`src/rtl/conv1_pkg.sv`:
```
// Shared definitions for the conv1 frame sequencer: FSM state encoding and
// the fixed image/result geometry of the first MNIST convolution layer.
package conv1_pkg;

   typedef enum logic [2:0] {
      IDLE  = 3'd0,
      CLR   = 3'd1,
      FETCH = 3'd2,
      DRAIN = 3'd3,
      DONE  = 3'd4
   } state_t;

   localparam int IMG_PIX = 784;   // 28 x 28 input pixels
   localparam int OUT_PIX = 576;   // 24 x 24 valid conv outputs
   localparam int OUT_W   = 24;    // output side length

endpackage

```
`src/rtl/conv1_res_wr.sv`:
```
// Result writer: counts accepted conv1 outputs, registers the result-memory
// write port and tells the FSM when the last output of the frame is taken.
module conv1_res_wr
   import conv1_pkg::*;
#(
   parameter int CONV_BITS = 12,
   parameter int OUT_N     = OUT_PIX
)(
   input  logic                   clk,
   input  logic                   rst,
   input  logic                   clr,
   input  logic                   cap_en,
   input  logic                   conv_valid,
   input  logic [CONV_BITS-1:0]   conv_out_1,
   input  logic [CONV_BITS-1:0]   conv_out_2,
   input  logic [CONV_BITS-1:0]   conv_out_3,
   output logic                   full,
   output logic                   last,
   output logic                   res_we,
   output logic [9:0]             res_addr,
   output logic [3*CONV_BITS-1:0] res_data
);

   localparam logic [9:0] OUT_N_C    = 10'(OUT_N);
   localparam logic [9:0] OUT_LAST_C = 10'(OUT_N - 1);

   logic [9:0]             out_cnt_r;
   logic                   res_we_r;
   logic [9:0]             res_addr_r;
   logic [3*CONV_BITS-1:0] res_data_r;
   logic                   cap_s;

   // A valid is only taken inside the capture window and while the count is
   // below the frame total, so out_cnt saturates at OUT_N by construction.
   assign cap_s = cap_en && conv_valid && (out_cnt_r < OUT_N_C);
   assign full  = (out_cnt_r == OUT_N_C);
   assign last  = cap_s && (out_cnt_r == OUT_LAST_C);

   // Output counter and registered result-memory write port.
   always_ff @(posedge clk) begin
      if (rst) begin
         out_cnt_r  <= 10'd0;
         res_we_r   <= 1'b0;
         res_addr_r <= 10'd0;
         res_data_r <= {(3*CONV_BITS){1'b0}};
      end else begin
         res_we_r <= cap_s;
         if (clr) begin
            out_cnt_r <= 10'd0;
         end else if (cap_s) begin
            out_cnt_r <= out_cnt_r + 10'd1;
         end else begin
            out_cnt_r <= out_cnt_r;
         end
         if (cap_s) begin
            res_addr_r <= out_cnt_r;
            res_data_r <= {conv_out_1, conv_out_2, conv_out_3};
         end else begin
            res_addr_r <= res_addr_r;
            res_data_r <= res_data_r;
         end
      end
   end

   assign res_we   = res_we_r;
   assign res_addr = res_addr_r;
   assign res_data = res_data_r;

endmodule

```
`src/rtl/conv1_frame_ctrl.sv`:
```
// Frame sequencer for conv1: flushes the line buffer, streams one image from
// the image memory into conv1_layer and collects the valid results.
module conv1_frame_ctrl
   import conv1_pkg::*;
#(
   parameter int IMG_W     = 28,
   parameter int IMG_H     = 28,
   parameter int K         = 5,
   parameter int DATA_BITS = 8,
   parameter int CONV_BITS = 12,
   parameter int DRAIN_MAX = 64
)(
   input  logic                   clk,
   input  logic                   rst,
   input  logic                   start,
   output logic                   busy,
   output logic                   done,
   output logic                   err,
   output logic [9:0]             img_addr,
   output logic                   img_rd_en,
   input  logic [DATA_BITS-1:0]   img_rd_data,
   output logic                   conv_rst_n,
   output logic [DATA_BITS-1:0]   conv_data_in,
   input  logic                   conv_valid,
   input  logic [CONV_BITS-1:0]   conv_out_1,
   input  logic [CONV_BITS-1:0]   conv_out_2,
   input  logic [CONV_BITS-1:0]   conv_out_3,
   output logic                   res_we,
   output logic [9:0]             res_addr,
   output logic [3*CONV_BITS-1:0] res_data
);

   localparam int              PIX_N      = IMG_W * IMG_H;
   localparam int              OUT_SIDE   = IMG_W - K + 1;
   localparam int              DW         = $clog2(DRAIN_MAX + 1);
   localparam logic [9:0]      LAST_ADDR  = 10'(PIX_N - 1);
   localparam logic [DW-1:0]   DRAIN_LAST = DW'(DRAIN_MAX - 1);

   state_t               state_r, next_state_s;
   logic [9:0]           pix_cnt_r, pix_nx_s;
   logic [DW-1:0]        drain_cnt_r;
   logic                 rd_d1_r;
   logic                 accept_s, timeout_s, cap_en_s, full_s, last_s;

   logic                 busy_r, done_r, err_r, img_rd_en_r, conv_rst_n_r;
   logic [9:0]           img_addr_r;
   logic [DATA_BITS-1:0] conv_data_in_r;
   logic                 busy_nx_s, done_nx_s, err_nx_s, rd_en_nx_s, crst_nx_s;
   logic [9:0]           addr_nx_s;

   assign accept_s  = (state_r == IDLE) && start;
   // The drain limit is hit on the cycle whose increment reaches DRAIN_MAX.
   assign timeout_s = (state_r == DRAIN) && (drain_cnt_r == DRAIN_LAST);
   assign cap_en_s  = (state_r == CLR) || (state_r == FETCH) || (state_r == DRAIN);

   // FSM state register.
   always_ff @(posedge clk) begin
      if (rst) begin
         state_r <= IDLE;
      end else begin
         state_r <= next_state_s;
      end
   end

   // FSM next-state: a completed output count ends the frame from any active state.
   always_comb begin
      next_state_s = state_r;
      case (state_r)
         IDLE: begin
            if (start) next_state_s = CLR;
            else       next_state_s = IDLE;
         end
         CLR: begin
            if (full_s) next_state_s = DONE;
            else        next_state_s = FETCH;
         end
         FETCH: begin
            if (full_s)                        next_state_s = DONE;
            else if (pix_cnt_r == LAST_ADDR)   next_state_s = DRAIN;
            else                               next_state_s = FETCH;
         end
         DRAIN: begin
            if (full_s || timeout_s) next_state_s = DONE;
            else                     next_state_s = DRAIN;
         end
         DONE:    next_state_s = IDLE;
         default: next_state_s = IDLE;
      endcase
   end

   // FSM outputs, computed from the next state so they can be registered.
   always_comb begin
      if (accept_s)                pix_nx_s = 10'd0;
      else if (state_r == FETCH)   pix_nx_s = pix_cnt_r + 10'd1;
      else                         pix_nx_s = pix_cnt_r;
      busy_nx_s  = (next_state_s != IDLE);
      done_nx_s  = (next_state_s == DONE);
      rd_en_nx_s = (next_state_s == FETCH);
      crst_nx_s  = (next_state_s != CLR);
      if (next_state_s == FETCH) addr_nx_s = pix_nx_s;
      else                       addr_nx_s = 10'd0;
      // A capture landing on the timeout cycle that completes the frame wins.
      if (accept_s)                              err_nx_s = 1'b0;
      else if (timeout_s && !full_s && !last_s)  err_nx_s = 1'b1;
      else                                       err_nx_s = err_r;
   end

   // Pixel counter, drain counter and read-valid delay.
   always_ff @(posedge clk) begin
      if (rst) begin
         pix_cnt_r   <= 10'd0;
         drain_cnt_r <= {DW{1'b0}};
         rd_d1_r     <= 1'b0;
      end else begin
         pix_cnt_r <= pix_nx_s;
         rd_d1_r   <= img_rd_en_r;
         if (accept_s)               drain_cnt_r <= {DW{1'b0}};
         else if (state_r == DRAIN)  drain_cnt_r <= drain_cnt_r + DW'(1);
         else                        drain_cnt_r <= drain_cnt_r;
      end
   end

   // Registered control outputs and the pixel stream into conv1_layer.
   always_ff @(posedge clk) begin
      if (rst) begin
         busy_r         <= 1'b0;
         done_r         <= 1'b0;
         err_r          <= 1'b0;
         img_rd_en_r    <= 1'b0;
         img_addr_r     <= 10'd0;
         conv_rst_n_r   <= 1'b0;
         conv_data_in_r <= {DATA_BITS{1'b0}};
      end else begin
         busy_r         <= busy_nx_s;
         done_r         <= done_nx_s;
         err_r          <= err_nx_s;
         img_rd_en_r    <= rd_en_nx_s;
         img_addr_r     <= addr_nx_s;
         conv_rst_n_r   <= crst_nx_s;
         conv_data_in_r <= rd_d1_r ? img_rd_data : {DATA_BITS{1'b0}};
      end
   end

   conv1_res_wr #(
      .CONV_BITS (CONV_BITS),
      .OUT_N     (OUT_SIDE * OUT_SIDE)
   ) u_res_wr (
      .clk        (clk),
      .rst        (rst),
      .clr        (accept_s),
      .cap_en     (cap_en_s),
      .conv_valid (conv_valid),
      .conv_out_1 (conv_out_1),
      .conv_out_2 (conv_out_2),
      .conv_out_3 (conv_out_3),
      .full       (full_s),
      .last       (last_s),
      .res_we     (res_we),
      .res_addr   (res_addr),
      .res_data   (res_data)
   );

   assign busy         = busy_r;
   assign done         = done_r;
   assign err          = err_r;
   assign img_rd_en    = img_rd_en_r;
   assign img_addr     = img_addr_r;
   assign conv_rst_n   = conv_rst_n_r;
   assign conv_data_in = conv_data_in_r;

endmodule

```
`config.mk`:
```
export PLATFORM = sky130hd
export DESIGN_NAME = conv1_frame_ctrl
export DESIGN_NICKNAME = d
export VERILOG_FILES = /design/src/rtl/conv1_pkg.sv /design/src/rtl/conv1_res_wr.sv /design/src/rtl/conv1_frame_ctrl.sv
export SDC_FILE = /design/constraint.sdc
export NUM_CORES = 1
export LEC_CHECK = 0
export CORE_MARGIN = 4
export CORE_UTILIZATION = 47
export DETAILED_ROUTE_END_ITERATION = 7
export GPL_ROUTABILITY_DRIVEN = 0
export PLACE_DENSITY_LB_ADDON = 0.15
export RECOVER_POWER = 100
export SETUP_SLACK_MARGIN = 0.3
export SYNTH_ARGS = -nofsm -noshare
export SYNTH_HDL_FRONTEND = slang
export SYNTH_HIERARCHICAL = 1
export SYNTH_SLANG_ARGS = --single-unit
```
`constraint.sdc`:
```
create_clock -name clk -period 2.05 [get_ports clk]
set_input_delay 0.3075 -clock clk [delete_from_list [all_inputs] [get_ports clk]]
set_output_delay 0.3075 -clock clk [all_outputs]
set_load 0.01 [all_outputs]
```
# After elaboration in Yosys (flattened, before gate mapping)
# Cells that the tools add are included.
dict set report totals {
  wordCells 56
  inputBits 48
  output_inout_bits 70
  register_bits 101
}
dict set report op_classes {
  order_cmp 1
  bitwise 2
  add_sub_neg 3
  n_reduce_logical 17
  eq_ne 10
  muxes 8
}
# operator n
set op_table {}
lappend op_table {{10-bit == test, second input constant} 3}
lappend op_table {{10-bit by 1-bit adder with 10-bit output, second input constant} 2}
lappend op_table {{10-bit 2-to-1 mux} 2}
lappend op_table {{3-bit one-hot mux with 4 select lines} 1}
lappend op_table {{10-bit less-than comparator, second input constant} 1}
lappend op_table {{3-bit by 2-bit == test with 1-bit output, second input constant} 3}
lappend op_table {{3-bit 2-to-1 mux} 3}
lappend op_table {{7-bit by 1-bit adder with 7-bit output, second input constant} 1}
lappend op_table {{7-bit by 6-bit == test with 1-bit output, second input constant} 1}
lappend op_table {{1-bit logical AND} 7}
lappend op_table {{2-bit OR reduction} 3}
lappend op_table {{3-bit by 1-bit == test with 1-bit output, second input constant} 1}
lappend op_table {{3-bit == test, second input constant} 1}
lappend op_table {{3-bit logical NOT} 1}
lappend op_table {{1-bit logical OR} 3}
lappend op_table {{3-bit by 1-bit inequality test with 1-bit output, second input constant} 1}
lappend op_table {{3-bit nonzero test} 1}
lappend op_table {{1-bit logical NOT} 2}
lappend op_table {{1-bit 2-to-1 mux} 2}
lappend op_table {{1-bit NOT} 2}

# Longest topological paths before layout
# Gate-level depths: netlist (run 1).
dict set report depth {
  word_depth 8
  mapped_depth 9
  mapped_depth_nobuf 9
}

# By module
# The synthesis (run 1) kept the hierarchy.
# mod cells_per_inst seq_area_each_um2 instances area_per_inst_um2
set modules_own_cells {}
lappend modules_own_cells {conv1_res_wr 279 1141.1 1 2363.5}
lappend modules_own_cells {conv1_frame_ctrl 168 880.8 1 1615.3}

# Worst setup path after synthesis (run 1)
# OpenSTA, ideal clock, no wires.
dict set report synth_timing {
  path_type {register -> register}
  start {register state_r[1]}
  end {register err_r (netlist: err)}
  period_less_slack_ns 1.808
  n_path_buf 1
  setup_time_ns 0.117
  arrival_time_ns 1.691
  stages_incl_launch_ff 10
  required_time_ns 1.933
  setup_slack_ns 0.242
  path_cell_list {dfxtp_1 buf_2 nor2_1 nor2_1 nand2_1 or3_4 nor3_2 nor2_1 a21oi_1 nor2_1}
}
dict set report synth_between {
  elab_chain_cells 8
  word_cells_on_any_way 15
  cone_classes {3 x eq/ne; 12 x reduce/logical}
}
# item line
set synth_rtl {}
lappend synth_rtl {{start: declaration} conv1_frame_ctrl.sv:39} ;# state_t state_r, next_state_s;
lappend synth_rtl {{start signal: assignment} conv1_frame_ctrl.sv:61} ;# state_r <= next_state_s;
lappend synth_rtl {{3-bit by 1-bit == test with 1-bit output or 3-bit by 2-bit == test with 1-bit output (tied branches)} conv1_frame_ctrl.sv:54} ;# assign cap_en_s = (state_r == CLR) || (state_r == FETCH) || (state_r == DRAIN);
lappend synth_rtl {{1-bit logical OR} conv1_frame_ctrl.sv:54}
lappend synth_rtl {{1-bit logical OR *} conv1_frame_ctrl.sv:54}
lappend synth_rtl {{named net cap_en_s} conv1_frame_ctrl.sv:43} ;# logic accept_s, timeout_s, cap_en_s, full_s, last_s;
lappend synth_rtl {{1-bit logical AND * (2 in a row)} conv1_res_wr.sv:35} ;# assign cap_s = cap_en && conv_valid && (out_cnt_r < OUT_N_C);
lappend synth_rtl {{1-bit logical AND *} conv1_res_wr.sv:37} ;# assign last = cap_s && (out_cnt_r == OUT_LAST_C);
lappend synth_rtl {{named net last_s} conv1_frame_ctrl.sv:43}
lappend synth_rtl {{1-bit logical NOT *} conv1_frame_ctrl.sv:104} ;# else if (timeout_s && !full_s && !last_s) err_nx_s = 1'b1;
lappend synth_rtl {{1-bit logical AND *} conv1_frame_ctrl.sv:104}
lappend synth_rtl {{end signal: assignment} conv1_frame_ctrl.sv:136} ;# err_r <= err_nx_s;
lappend synth_rtl {{end: declaration} conv1_frame_ctrl.sv:45} ;# logic busy_r, done_r, err_r, img_rd_en_r, conv_rst_n_r;
# The timed path passes the listed nets; every way through them passes the cells marked *.
# A chain may end at the register's enable or synchronous reset.

# Final worst setup path (run 1)
dict set report layout_timing {
  start {register u_res_wr.out_cnt_r[1]}
  end {register img_addr_r[2] (netlist: img_addr[2])}
}
dict set report layout_between {
  elab_chain_cells 7
  word_cells_on_any_way 9
  cone_classes {2 x eq/ne; 4 x mux; 1 x bitwise; 2 x reduce/logical}
}
# item line
set layout_rtl {}
lappend layout_rtl {{start: declaration} conv1_res_wr.sv:27} ;# logic [9:0] out_cnt_r;
lappend layout_rtl {{start signal: assignment} conv1_res_wr.sv:51} ;# out_cnt_r <= out_cnt_r + 10'd1;
lappend layout_rtl {{start signal: assignment} conv1_res_wr.sv:53} ;# out_cnt_r <= out_cnt_r;
lappend layout_rtl {{10-bit == test *} conv1_res_wr.sv:36} ;# assign full = (out_cnt_r == OUT_N_C);
lappend layout_rtl {{named net full_s} conv1_frame_ctrl.sv:43}
lappend layout_rtl {{1-bit logical OR} conv1_frame_ctrl.sv:83} ;# if (full_s || timeout_s) next_state_s = DONE;
lappend layout_rtl {{3-bit 2-to-1 mux} conv1_frame_ctrl.sv:83}
lappend layout_rtl {{3-bit one-hot mux with 4 select lines *} conv1_frame_ctrl.sv:68} ;# case (state_r)
lappend layout_rtl {{3-bit by 2-bit == test with 1-bit output *} conv1_frame_ctrl.sv:100} ;# if (next_state_s == FETCH) addr_nx_s = pix_nx_s;
lappend layout_rtl {{1-bit NOT (no source line) *} n/a}
lappend layout_rtl {{2-bit OR reduction (no source line) *} n/a}
lappend layout_rtl {{end signal: assignment} conv1_frame_ctrl.sv:138} ;# img_addr_r <= addr_nx_s;
lappend layout_rtl {{end: declaration} conv1_frame_ctrl.sv:46} ;# logic [9:0] img_addr_r;
# Marked as above.

==> out/results.txt, run 1 <==
first-pass GRT wire length: 16060 µm
fin area: 5472 µm²
clock group share of total power: 0.355
clock-pin slew on the worst setup and hold paths: 90 ps
Psw: 0.8728 mW
initial antenna violation count: 0
post-route minimum period: 1820 ps
hold buffers post-CTS: 0
Worst slew margin: 0.4810
ANT nets after route: 0
Syn Nets: 499
diodes inserted: 0
htree depth: 3
Overflow after GRT: 0
Via-to-Cell Ratio: 5.337
largest cells by area after synthesis: dfxtp_1 51%, a21oi_1 6.3%, nand3_1 6.2%, o21ai_1 5.9%, nor2_1 3.2%
clock sink total: 101
register bit total from synthesis: 101
final setup fails: 0
setup TNS: 0 ps
crit path DAT: 2070 ps
most frequent cells in the layout: 93 x dfxtp_1, 70 x dlygate4sd3_1, 50 x nand3_1, 50 x a21oi_1, 46 x clkdlybuf4s50_1
nets: 613
Yosys top cell by area: dfxtp_1
Post-DP Area: 5246 µm²
Crit Path Max Fanout: 5
Netlist cell types: 49
Max Cap Viol: 0
fmax: 549.5 MHz
synthesized instance count: 447
Die Area: 10000 µm²
CTS tree: done
Root Driver: clkbuf_8
run status: finished, final reports clean
post-synthesis sequential area ratio: 0.5082
Tcrit/Tclk final: 0.8877
Hold/Removal Path Class: input port to register
routed wire length: 9681 µm
count of final hold-check violations: 0
CP Class: register to register
fin. max-slew vios: 0
Pwr per Cell Area: 697.0 nW/µm²
vias: 3576
Least-Margin Pin Slew: 773.8 ps
commonest non-fill, non-tap cell in the layout: dfxtp_1
initial core utilization: 0.4842
TritonCTS Buffers: 9
Cell Int Power: 2.941 mW
Clock Latency Late Sink: 350 ps
share of cells above drive strength 1: 0.09735
vias in the first global route: 3471
Startpoint Class: register
Synth top area share: 0.5082
DRT Pass-1 Iters: 4
Tot GR Track Use: 0.1953
Critical Path Sink Type: register
DR WL/cell: 14.45 µm
row cnt: 33
Post-Syn Area: 3979 µm²
number of port buffers: 117
dpl hpwl: 6734 µm
unrepaired setup endpoints after global routing: yes
DRT iter0 DRCs: 152
io pins: 118
area grow syn2layout: 37.52%
Comb pwr share: 0.111
CP required: 2300 ps
leakage: 2.064 nW
clk_skew: 12.35 ps
largest net degree at the start of global routing: 45
Yosys Warn Count: 6
core area: 8217 µm²
DRC Markers: 0
clock buffer depth: 2
syn avg cell area: 8.901 µm²
Peak VDD IR: 0.4378 mV
Die Y-Extent: 100.0 µm
register share of total power: 0.535
Sw Share: 0.2289
Die W: 100.0 µm
==> synth_stat cells, drive strengths merged <==
cell     instances
nand3b           2
or3              9
nand2           20
o21a             2
buf             15
o311ai           1
xnor2            9
or2              1
clkbuf          17
nor2            34
nand4bb          2
a21boi           2
a22o             1
o41ai            1
inv             10
nand4            6
and3b            1
o31a             1
or4              2
dfxtp          101
nor4             7
a211o            1
ha               4
nor3            10
xor2             3
a32oi            1
o21ai           52
nor2b            3
or3b             1
nand4b           2
o211ai           2
and2            12
mux2i            5
or4b             1
a21oi           53
nand3           50
o31ai            3
==> power by group through the flow <==
stage	logic, mW	registers, mW	clock network, mW
5_1_grt	0.462	2.05	1.47
2_1_floorplan	0.183	2.11	0
3_5_place_dp	0.441	2.09	0
4_1_cts	0.450	2.04	1.38
3_3_place_gp	0.434	2.09	0
6_report	0.422	2.04	1.35
==> final timing paths <==
check,startpoint,end,slack (ps),cells after the start
worst max register to register,u_res_wr/out_cnt_r[1]$_SDFFE_PP0P_,img_addr[2]$_SDFF_PP0_,230,9
worst min-delay path,rst,state_r[1]$_SDFF_PP0_,370,3
worst min register to register,img_rd_en$_SDFF_PP0_,rd_d1_r$_SDFF_PP0_,470,1
worst max-delay path,u_res_wr/out_cnt_r[1]$_SDFFE_PP0P_,img_addr[2]$_SDFF_PP0_,230,9
==> layout make-up <==
class	count	area (µm²)
sequential	101	2032
timing repair buffer	134	1296
inverter	10	37.54
fill	732	2745
multi-input combinational	305	1760
tap	105	131.4
clock buffer	11	141.4
clock inverter	4	72.57
==> registers in the layout (all words and copies together) (netlist names), 3 cells and up <==
signal              cells
u_res_wr/res_data      36
img_addr               10
pix_cnt_r              10
u_res_wr/out_cnt_r     10
u_res_wr/res_addr      10
conv_data_in            8
drain_cnt_r             7
state_r                 3
==> kinds of logic (layout without fill, tap and decap cells) <==
group                    Yosys count  count (layout)  share of synthesized area
adder cells (fa/ha/maj)            4               4                    0.01258
flip-flops                       101             101                     0.5082
XOR/XNOR                          12              12                    0.02642
buffers and inverters             42             159                    0.04811
AND/OR/NAND/NOR                  163             164                     0.2236
AO/OA/AOI/OAI                    120             120                     0.1686
multiplexers                       5               5                    0.01258
==> through the flow <==
step / hold WS [ps] / worst slack [ps] / total power [mW] / util / cells
2_1_floorplan: 429.2 / 301.0 / 2.289 / - / 447
3_3_place_gp: 445.1 / 179.3 / 2.521 / 0.6385 / 651
3_5_place_dp: 459.7 / 168.6 / 2.529 / 0.6385 / 651
4_1_cts: 315.1 / 285.9 / 3.870 / 0.6683 / 669
5_1_grt: 366.3 / 147.7 / 3.983 / 0.6659 / 670
6_report: 366.0 / 230.1 / 3.814 / 0.6659 / 670
==> routing by layer <==
layer | up-vias | wire length (µm) | global-route usage | share of wire
met2 | 87 | 4529 | 0.3238 | 0.47
met3 | 8 | 613 | 0.04448 | 0.063
met5 | - | 0 | 0 | 0
li1 | 1808 | - | - | -
met1 | 1673 | 4434 | 0.2514 | 0.46
met4 | 0 | 104 | 0.06736 | 0.011
==> critical path, cell delays in order (launching register included) <==
cell and delay (ps):
dfxtp_1 360, inv_1 70, ha_4 150, nand3_2 80
nor2_4 50, nand4bb_1 170, or4_4 440, nand3_1 210
inv_2 60, and2_4 130
==> repair_timing <==
item | CTS | global route
cloned | 1 | 0
setup endpoints to repair | 16 | 40
pin swaps | 1 | 1
resized for setup | 3 | 16
buffers inserted | 2 | 1
Power figures use the tool's default switching activity.
==> run 2, diff against run 1 <==
--- a/config.mk
+++ b/config.mk
@@ -5,8 +5,9 @@
 export SDC_FILE = /design/constraint.sdc
 export NUM_CORES = 1
 export LEC_CHECK = 0
-export CORE_MARGIN = 4
-export CORE_UTILIZATION = 47
+export CORE_MARGIN = 2
+export CORE_UTILIZATION = 49
+export CTS_BUF_LIST = sky130_fd_sc_hd__clkbuf_2 sky130_fd_sc_hd__clkbuf_4 sky130_fd_sc_hd__clkbuf_8
 export DETAILED_ROUTE_END_ITERATION = 7
 export GPL_ROUTABILITY_DRIVEN = 0
 export PLACE_DENSITY_LB_ADDON = 0.15
==> out/results.txt, run 2 (synthesis results as in run 1) <==
TritonCTS Buffers: 9
multi-input logic area: 1842 µm²
dpl hpwl: 6491 µm
core area: 7807 µm²
Pwr per Cell Area: 699.9 nW/µm²
worst path cell trace: inv_2, ha_4, nand3_4, nor2_1, nand4bb_1, or4_4, nand3_4, inv_1, and2_4
Die Y-Extent: 94.11 µm
clock buffer depth: 2
io pins: 118
fin area: 5644 µm²
Startpoint Class: register
Critical path buffers and inverters: 2
most used cell, CP: nand3_4
number of port buffers: 117
Clock Latency Late Sink: 350 ps
DRT iter0 DRCs: 168
Worst slew margin: 0.1619
FILL cells: 632
first-pass GRT wire length: 15610 µm
most frequent cells in the layout: 88 x dfxtp_1, 70 x dlygate4sd3_1, 51 x a21oi_1
initial antenna violation count: 0
crit path DAT: 2070 ps
Post-DP Area: 5290 µm²
Least-Margin Pin Slew: 1257 ps
Peak VDD IR: 0.5068 mV
ANT nets after route: 0
post-route minimum period: 1819 ps
CP max stage delay: 480 ps
setup TNS: 0 ps
Critical R2R Capture: img_addr[2]$_SDFF_PP0_
Die Area: 8857 µm²
row cnt: 32
DRT Pass-1 Iters: 4
leakage: 2.147 nW
vias: 3640
diodes inserted: 0
unrepaired setup endpoints after global routing: yes
commonest non-fill, non-tap cell in the layout: dfxtp_1
Max Cap Viol: 0
kind of cell adding the most delay to the critical path: simple AND/OR/NAND/NOR gates
Worst R2R Path Depth: 9
share of cells above drive strength 1: 0.1368
Tot GR Track Use: 0.2208
htree depth: 3
reg2reg setup slack: 230 ps
routed wire length: 9752 µm
fin. max-slew vios: 0
Worst path depth: 9
nets: 619
register share of total power: 0.516
Largest register FFs: 36
DRC Markers: 0
Cell Int Power: 3.078 mW
Worst R2R Start: u_res_wr/out_cnt_r[0]$_SDFFE_PP0P_
Sw Share: 0.2209
largest net degree at the start of global routing: 63
Comb pwr share: 0.113
DR WL/cell: 14.51 µm
CTS tree: done
Hold Path Stages: 3
Via-to-Cell Ratio: 5.417
Critical Path Sink Type: register
clock-pin slew on the worst setup and hold paths: 90 ps
Tcrit/Tclk final: 0.8873
Critical-path top delay cell: or4_4
end of the critical path: img_addr[2]$_SDFF_PP0_
vias in the first global route: 3292
CP Class: register to register
CP Launch Point: u_res_wr/out_cnt_r[0]$_SDFFE_PP0P_
clock sink total: 101
Reg area: 2041 µm²
run status: finished, final reports clean
hold buffers post-CTS: 0
Psw: 0.8725 mW
Crit Path Max Fanout: 5
clock group share of total power: 0.371
area grow syn2layout: 41.86%
final setup fails: 0
fmax: 549.7 MHz
initial core utilization: 0.5096
Overflow after GRT: 0
Die W: 94.11 µm
count of final hold-check violations: 0
Hold/Removal Path Class: input port to register
CP required: 2300 ps
Root Driver: clkbuf_8
clk_skew: 8.644 ps
-- run 2: cell types whose count changed in the layout (fill, tap and decap cells not counted), sizes merged --
cell	change
buf	+5
bufinv	+1
clkinv	-1
-- run 2: area by class of cell --
cell class | count | area share
tap | 102 | 0.02261
clock inverter | 4 | 0.01729
multi-input combinational | 305 | 0.3263
sequential | 101 | 0.3616
timing repair buffer | 140 | 0.2412
clock buffer | 10 | 0.02438
inverter | 10 | 0.006650
-- run 2: power groups by stage --
stage               Sequential, mW  Combinational [mW]  Clock, mW
floorplan                     2.11               0.183          0
CTS                           2.04               0.464       1.49
detailed placement            2.09               0.451          0
finish                        2.04               0.447       1.46
global placement              2.09               0.444          0
global route                  2.05               0.489       1.59
-- run 2: how the worst min path moves through the flow --
stage                                    start                         end  slack (ps)
after floorplan                 img_rd_data[0]  conv_data_in[0]$_SDFF_PP0_         430
after global placement    img_rd_en$_SDFF_PP0_          rd_d1_r$_SDFF_PP0_         450
after detailed placement  img_rd_en$_SDFF_PP0_          rd_d1_r$_SDFF_PP0_         460
after CTS                                  rst       state_r[1]$_SDFF_PP0_         350
after global routing                       rst       state_r[1]$_SDFF_PP0_         400
final                                      rst       state_r[1]$_SDFF_PP0_         380
-- run 2: tightest hold or removal path, cell delays in order --
cell and delay (ps):
clkbuf_1 150, or3_1 170, nor3_1 60
-- run 2: timing repair --
item | in CTS | in global routing
pin swaps | 5 | 8
resized for setup | 13 | 18
buffers inserted | 3 | 3
cloned | 1 | 0
setup endpoints to repair | 14 | 65
-- run 2: routing by layer --
layer,track usage,up-vias,wire length [µm]
met3,0.06019,7,776
met1,0.2952,1696,4265
met5,0,-,0
met2,0.3470,125,4623
li1,-,1812,-
met4,0.07005,0,87
-- run 2: per-stage QoR --
| stage | hold slack [ps] | instances | util | setup slack, ps | power, mW |
|---|---|---|---|---|---|
| after floorplan | 429.2 | 447 | - | 301.0 | 2.289 |
| after global placement | 446.8 | 651 | 0.6776 | 216.5 | 2.530 |
| after detailed placement | 458.2 | 651 | 0.6776 | 169.0 | 2.539 |
| after CTS | 345.2 | 669 | 0.7176 | 221.1 | 3.996 |
| after global routing | 399.2 | 672 | 0.7229 | 129.9 | 4.123 |
| final | 379.2 | 672 | 0.7229 | 231.0 | 3.950 |
